[src/rtl/branch_predictor_bht.sv]
// Fetch-side direction/target predictor: 2-bit bimodal BHT plus a direct-mapped tagged BTB,
// trained from execute-stage resolution, with flush/redirect and saturating perf counters.
module branch_predictor_bht #(
    parameter int size        = 32,
    parameter int BHT_ENTRIES = 64,
    parameter int BTB_ENTRIES = 16,
    parameter int TAG_BITS    = 8
) (
    input  logic            clk,
    input  logic            reset,
    input  logic [size-1:0] if_pc_i,
    input  logic            if_is_branch_i,
    input  logic            if_is_jump_i,
    output logic            Predicted_MPC_o,
    output logic [size-1:0] Predicted_PC_o,
    input  logic            ex_valid_i,
    input  logic [size-1:0] ex_pc_i,
    input  logic            ex_is_branch_i,
    input  logic            Real_MPC_i,
    input  logic [size-1:0] ex_target_i,
    input  logic            isValid_i,
    input  logic [size-1:0] Correct_PC_i,
    output logic            flush_o,
    output logic [size-1:0] redirect_pc_o,
    output logic [31:0]     branch_count_o,
    output logic [31:0]     mispredict_count_o
);

    localparam int BHT_IW = $clog2(BHT_ENTRIES);
    localparam int BTB_IW = $clog2(BTB_ENTRIES);
    localparam int TAG_LO = BTB_IW + 2;

    logic [1:0]          bht        [BHT_ENTRIES];
    logic                btb_valid  [BTB_ENTRIES];
    logic [TAG_BITS-1:0] btb_tag    [BTB_ENTRIES];
    logic [size-1:0]     btb_target [BTB_ENTRIES];

    logic [31:0] branch_cnt;
    logic [31:0] mispredict_cnt;

    logic [BHT_IW-1:0]   if_bht_idx, ex_bht_idx;
    logic [BTB_IW-1:0]   if_btb_idx, ex_btb_idx;
    logic [TAG_BITS-1:0] if_tag, ex_tag;
    logic                hit;
    logic                bht_we, btb_we;
    logic [1:0]          bht_cur, bht_next;
    logic                unused;

    assign if_bht_idx = if_pc_i[BHT_IW+1:2];
    assign ex_bht_idx = ex_pc_i[BHT_IW+1:2];
    assign if_btb_idx = if_pc_i[BTB_IW+1:2];
    assign ex_btb_idx = ex_pc_i[BTB_IW+1:2];
    assign if_tag     = if_pc_i[TAG_LO+TAG_BITS-1:TAG_LO];
    assign ex_tag     = ex_pc_i[TAG_LO+TAG_BITS-1:TAG_LO];
    assign unused     = ^{if_pc_i, ex_pc_i};

    // Lookup reads the stored arrays directly, so a same-cycle write is not bypassed.
    assign hit = reset && btb_valid[if_btb_idx] && (btb_tag[if_btb_idx] == if_tag);

    always_comb begin
        Predicted_MPC_o = (if_is_branch_i && hit && bht[if_bht_idx][1]) || (if_is_jump_i && hit);
        Predicted_PC_o  = Predicted_MPC_o ? btb_target[if_btb_idx] : if_pc_i + size'(4);
    end

    assign flush_o       = reset && ex_valid_i && !isValid_i;
    assign redirect_pc_o = flush_o ? Correct_PC_i : '0;

    assign bht_we = ex_valid_i && ex_is_branch_i;
    assign btb_we = ex_valid_i && (!ex_is_branch_i || Real_MPC_i);

    always_comb begin
        bht_cur  = bht[ex_bht_idx];
        bht_next = bht_cur;
        if (Real_MPC_i && bht_cur != 2'b11) begin
            bht_next = bht_cur + 2'b01;
        end else if (!Real_MPC_i && bht_cur != 2'b00) begin
            bht_next = bht_cur - 2'b01;
        end
    end

    // NOTE: only the BHT counters and BTB valid bits need a reset value; tag and
    // target payloads stay reset-free since an invalid entry never exposes them.
    always_ff @(posedge clk or negedge reset) begin
        if (!reset) begin
            for (int i = 0; i < BHT_ENTRIES; i++) bht[i] <= 2'b01;
            for (int i = 0; i < BTB_ENTRIES; i++) btb_valid[i] <= 1'b0;
        end else begin
            if (bht_we) bht[ex_bht_idx] <= bht_next;
            if (btb_we) btb_valid[ex_btb_idx] <= 1'b1;
        end
    end

    always_ff @(posedge clk) begin
        if (reset && btb_we) begin
            btb_tag[ex_btb_idx]    <= ex_tag;
            btb_target[ex_btb_idx] <= ex_target_i;
        end
    end

    always_ff @(posedge clk or negedge reset) begin
        if (!reset) begin
            branch_cnt     <= '0;
            mispredict_cnt <= '0;
        end else begin
            if (ex_valid_i && branch_cnt != '1) branch_cnt <= branch_cnt + 32'd1;
            if (flush_o && mispredict_cnt != '1) mispredict_cnt <= mispredict_cnt + 32'd1;
        end
    end

    assign branch_count_o     = branch_cnt;
    assign mispredict_count_o = mispredict_cnt;

endmodule

[config.mk]
export PLATFORM = sky130hd
export DESIGN_NAME = branch_predictor_bht
export DESIGN_NICKNAME = d
export VERILOG_FILES = /design/src/rtl/branch_predictor_bht.sv
export SDC_FILE = /design/constraint.sdc
export NUM_CORES = 1
export LEC_CHECK = 0
export ABC_AREA = 0
export CORE_ASPECT_RATIO = 0.6
export CORE_UTILIZATION = 50
export DETAILED_ROUTE_END_ITERATION = 6
export PLACE_DENSITY = 0.71
export SETUP_SLACK_MARGIN = 0.02
export SYNTH_ARGS = -nofsm -noshare
export SYNTH_HDL_FRONTEND = slang
export SYNTH_SLANG_ARGS = --single-unit
[constraint.sdc]
create_clock -name clk -period 3.25 [get_ports clk]
set_input_delay 0.325 -clock clk [delete_from_list [all_inputs] [get_ports clk]]
set_output_delay 0.325 -clock clk [all_outputs]
set_load 0.1 [all_outputs]
==> metrics.md <==
| Metric | Value |
|---|---|
| Outcome | finished, violations left |
| Failing checks | negative setup slack |
| Req. time, crit path | 2920 ps |
| Combinational share of power | 0.138 |
| Kind of critical path | reg2out |
| Fin. max-slew vios | 0 |
| Vias in the first global route | 20,540 |
| CTS Buf Count | 78 |
| Layout area overhead | 25.41% |
| Ys Warns | 0 |
| Final hold vios | 0 |
| Int Pwr | 19.29 mW |
| Clock transition at path regs | 70 ps |
| Sequential element share of the synthesized area | 0.6779 |
| Via count | 20,320 |
| Min Tclk post-route | 3904 ps |
| CTS Sinks | 848 |
| Max Cap Viol | 0 |
| Total Power | 25.64 mW |
| Top_reg_cell synth | edfxtp_1 |
| Initial Util | 0.5116 |
| Clock latency on the worst-skew pair | 650 ps |
| Core region area | 70,660 sq um |
| Die width | 349.1 microns |
| Max clock buf depth | 3 |
| Worst r2r dst | bht[8] |
| Routed wire length | 93,600 microns |
| Reg2reg start | bht[96] |
| First-pass GRT wire length | about 140,000 microns |
| Synth Instances | 1,928 |
| Average wire per standard cell | around 28 microns |
| Crit path max fanout | 7 |
| Dpl hpwl | 56,080 microns |
| Number of I/O pins | between 200 and 300 |
| Flop pwr share | 0.483 |
| Reg2Reg Depth | 13 |
| H-tree levels | 3 |
| Initial antenna violation count | 4 |
| Drt pass-1 iters | 5 |
| Switching power | 6.352 mW |
| P_leak | 16.06 nW |
| Gr usage total | 0.2551 |
| Placed cell area | 41,780 sq um |
| Syn avg cell area | 18.75 sq um |
| Fin area | 45,330 sq um |
| Synthesized area | 36,150 sq um |
| Post-synthesis register bit count | 848 |
| Antenna violation net count after detailed routing | 0 |
| Hold Path Class | in2async |
| Final clock skew | 31.23 ps |
| Post-synth ARST share | 0.2453 |
| CP endpoint kind | output port |
| RSZ-0062 raised after global routing | true |
| Final setup fails | 141 |
| PD cells | 565.5 nW/um^2 |
| Worst Tran Pin Value | 1029 ps |
| R2R Setup Slk | -140 ps |
| Vias/cell | between 6 and 7 |
| Final WS setup | -653.6 ps |
| Die H | 210.3 microns |
| Row count | 75 |
| Setup_tns | -30,510 ps |
| Port Buffers | 245 |
| CTS root buffer | clkbuf_16 |
| Net Sw Frac | 0.2478 |
| Min Hold Slack | 431.6 ps |
| Number of synthesized flops with an enable pin | 640 |
| DR iter-0 viols | 2,517 |
| Grt ovf | 0 |
| CTS tree | done |
| Worst Setup Start Kind | flop |
| Gpl congestion | 0.8911 |
| Final net count | 2,471 |
| Most frequent cells in the layout | 640 x edfxtp_1, 239 x mux4_2, 173 x clkdlybuf4s50_1, 143 x dfrtp_1, 138 x mux2_4 |
| Layout cells sized above 1 | 0.3672 |
| Largest net degree at the start of global routing | 68 |
| Worst VDD drop | 0.3324 mV |
| Slew HR | 0.3077 |
| Cell Count, Final, Fillers Out | about 3,400 |
| Pre-CTS setup slack | -382.7 ps |
| Clk pwr share | 0.379 |
| Most common cell after layout, fill and taps aside | edfxtp_1 |
| DRC Markers | 0 |
| Placed Cells incl. Taps | roughly 3,200 |
| Net Count, Synth | 2,069 |
| Fraction of the cycle the final worst path needs | 1.201 |
| Die area | about 73,000 sq um |
| Fmax | around 260 MHz |
| Synth unique cells | 61 |
| Crit path DAT | ~3600 ps |
| Post-layout utilization of the core | 0.6416 |
==> power groups by stage <==
stage | clock network, mW | registers (mW) | logic [mW]
finish | 9.71 | 12.4 | 3.54
global route | 10.3 | 12.4 | 3.69
CTS | 9.83 | 12.4 | 3.33
detailed placement | 0 | 12.6 | 3.14
global placement | 0 | 12.6 | 3.08
floorplan | 0 | 13.0 | 1.59
==> state kept, by name, summed over array words and instances, names as in the netlist <==
signal	cells
btb_tag	128
bht	128
btb_target	512
branch_count_o	32
btb_valid	16
mispredict_count_o	32
==> worst max-delay path, cell delays in order, from the launching register on <==
cell     delay [ps]
dfrtp_1         440
mux4_2          490
mux4_2          460
o32a_1          300
a31o_1          240
nand4_1         110
buf_6           170
buf_12          180
mux2_4          360
buf_12          180
==> worst max path at each step <==
| stage | depth (start not counted) | from | endpoint |
|---|---|---|---|
| finish | 9 | bht[99] | Predicted_PC_o[8] |
| global route | 9 | bht[103] | Predicted_PC_o[8] |
| CTS | 10 | bht[103] | Predicted_PC_o[29] |
| detailed placement | 14 | ex_pc_i[2] | bht[107] |
| global placement | 13 | if_pc_i[5] | Predicted_PC_o[0] |
| floorplan | 5 | ex_pc_i[5] | btb_tag[12][0] |
==> synthesized netlist by cell type, types with 28 or more instances <==
library cell,number,area share
mux2_4,30,0.012
mux4_2,233,0.15
edfxtp_1,640,0.53
and2_1,40,0.0069
dfstp_2,64,0.047
nand2_1,67,0.0070
xnor2_1,76,0.018
clkbuf_1,38,0.0039
mux2i_1,36,0.010
dfrtp_1,144,0.10
buf_2,28,0.0039
nand3_1,51,0.0071
nor2_1,99,0.010
mux2_2,130,0.040
==> repair_timing <==
item	CTS	global route
buffers inserted	12	3
hold endpoints to repair	29	0
gates resized for setup	32	72
gates cloned	7	9
hold buffers	2	0
setup endpoints to repair	118	161
pin swaps	5	6
==> per-layer routing <==
layer | track usage | vias up | routed length [microns]
met4 | 0.05505 | 6 | 1722
met5 | 0 | - | 32
met2 | 0.3723 | 993 | 41650
met3 | 0.07571 | 116 | 9837
met1 | 0.3816 | 10740 | 40350
li1 | - | 8471 | -
==> final cells by class <==
| cell class | instances | area, sq um |
|---|---|---|
| Fill cell | 4711 | 25330 |
| Sequential cell | 848 | 24500 |
| Multi-Input combinational cell | 959 | 11680 |
| Timing Repair Buffer | 424 | 5135 |
| Clock buffer | 102 | 2157 |
| Tap cell | 962 | 1204 |
| Clock inverter | 42 | 568.0 |
| Inverter | 19 | 83.83 |
| Antenna cell | 1 | 2.502 |
==> logic make-up (layout without fill, tap and decap cells) <==
group | count (synthesis) | in the layout | synth area share
AOI/OAI and AO/OA | 52 | 52 | 0.01101
other | 0 | 1 | 0
muxes | 445 | 445 | 0.2185
and+or+nand+nor | 357 | 357 | 0.04936
DFF | 848 | 848 | 0.6779
buffers and inverters | 121 | 587 | 0.01710
xor gates and xnor gates | 100 | 100 | 0.02444
adders and majority gates | 5 | 5 | 0.001731
Note: power is estimated with default switching activity, not from simulation.
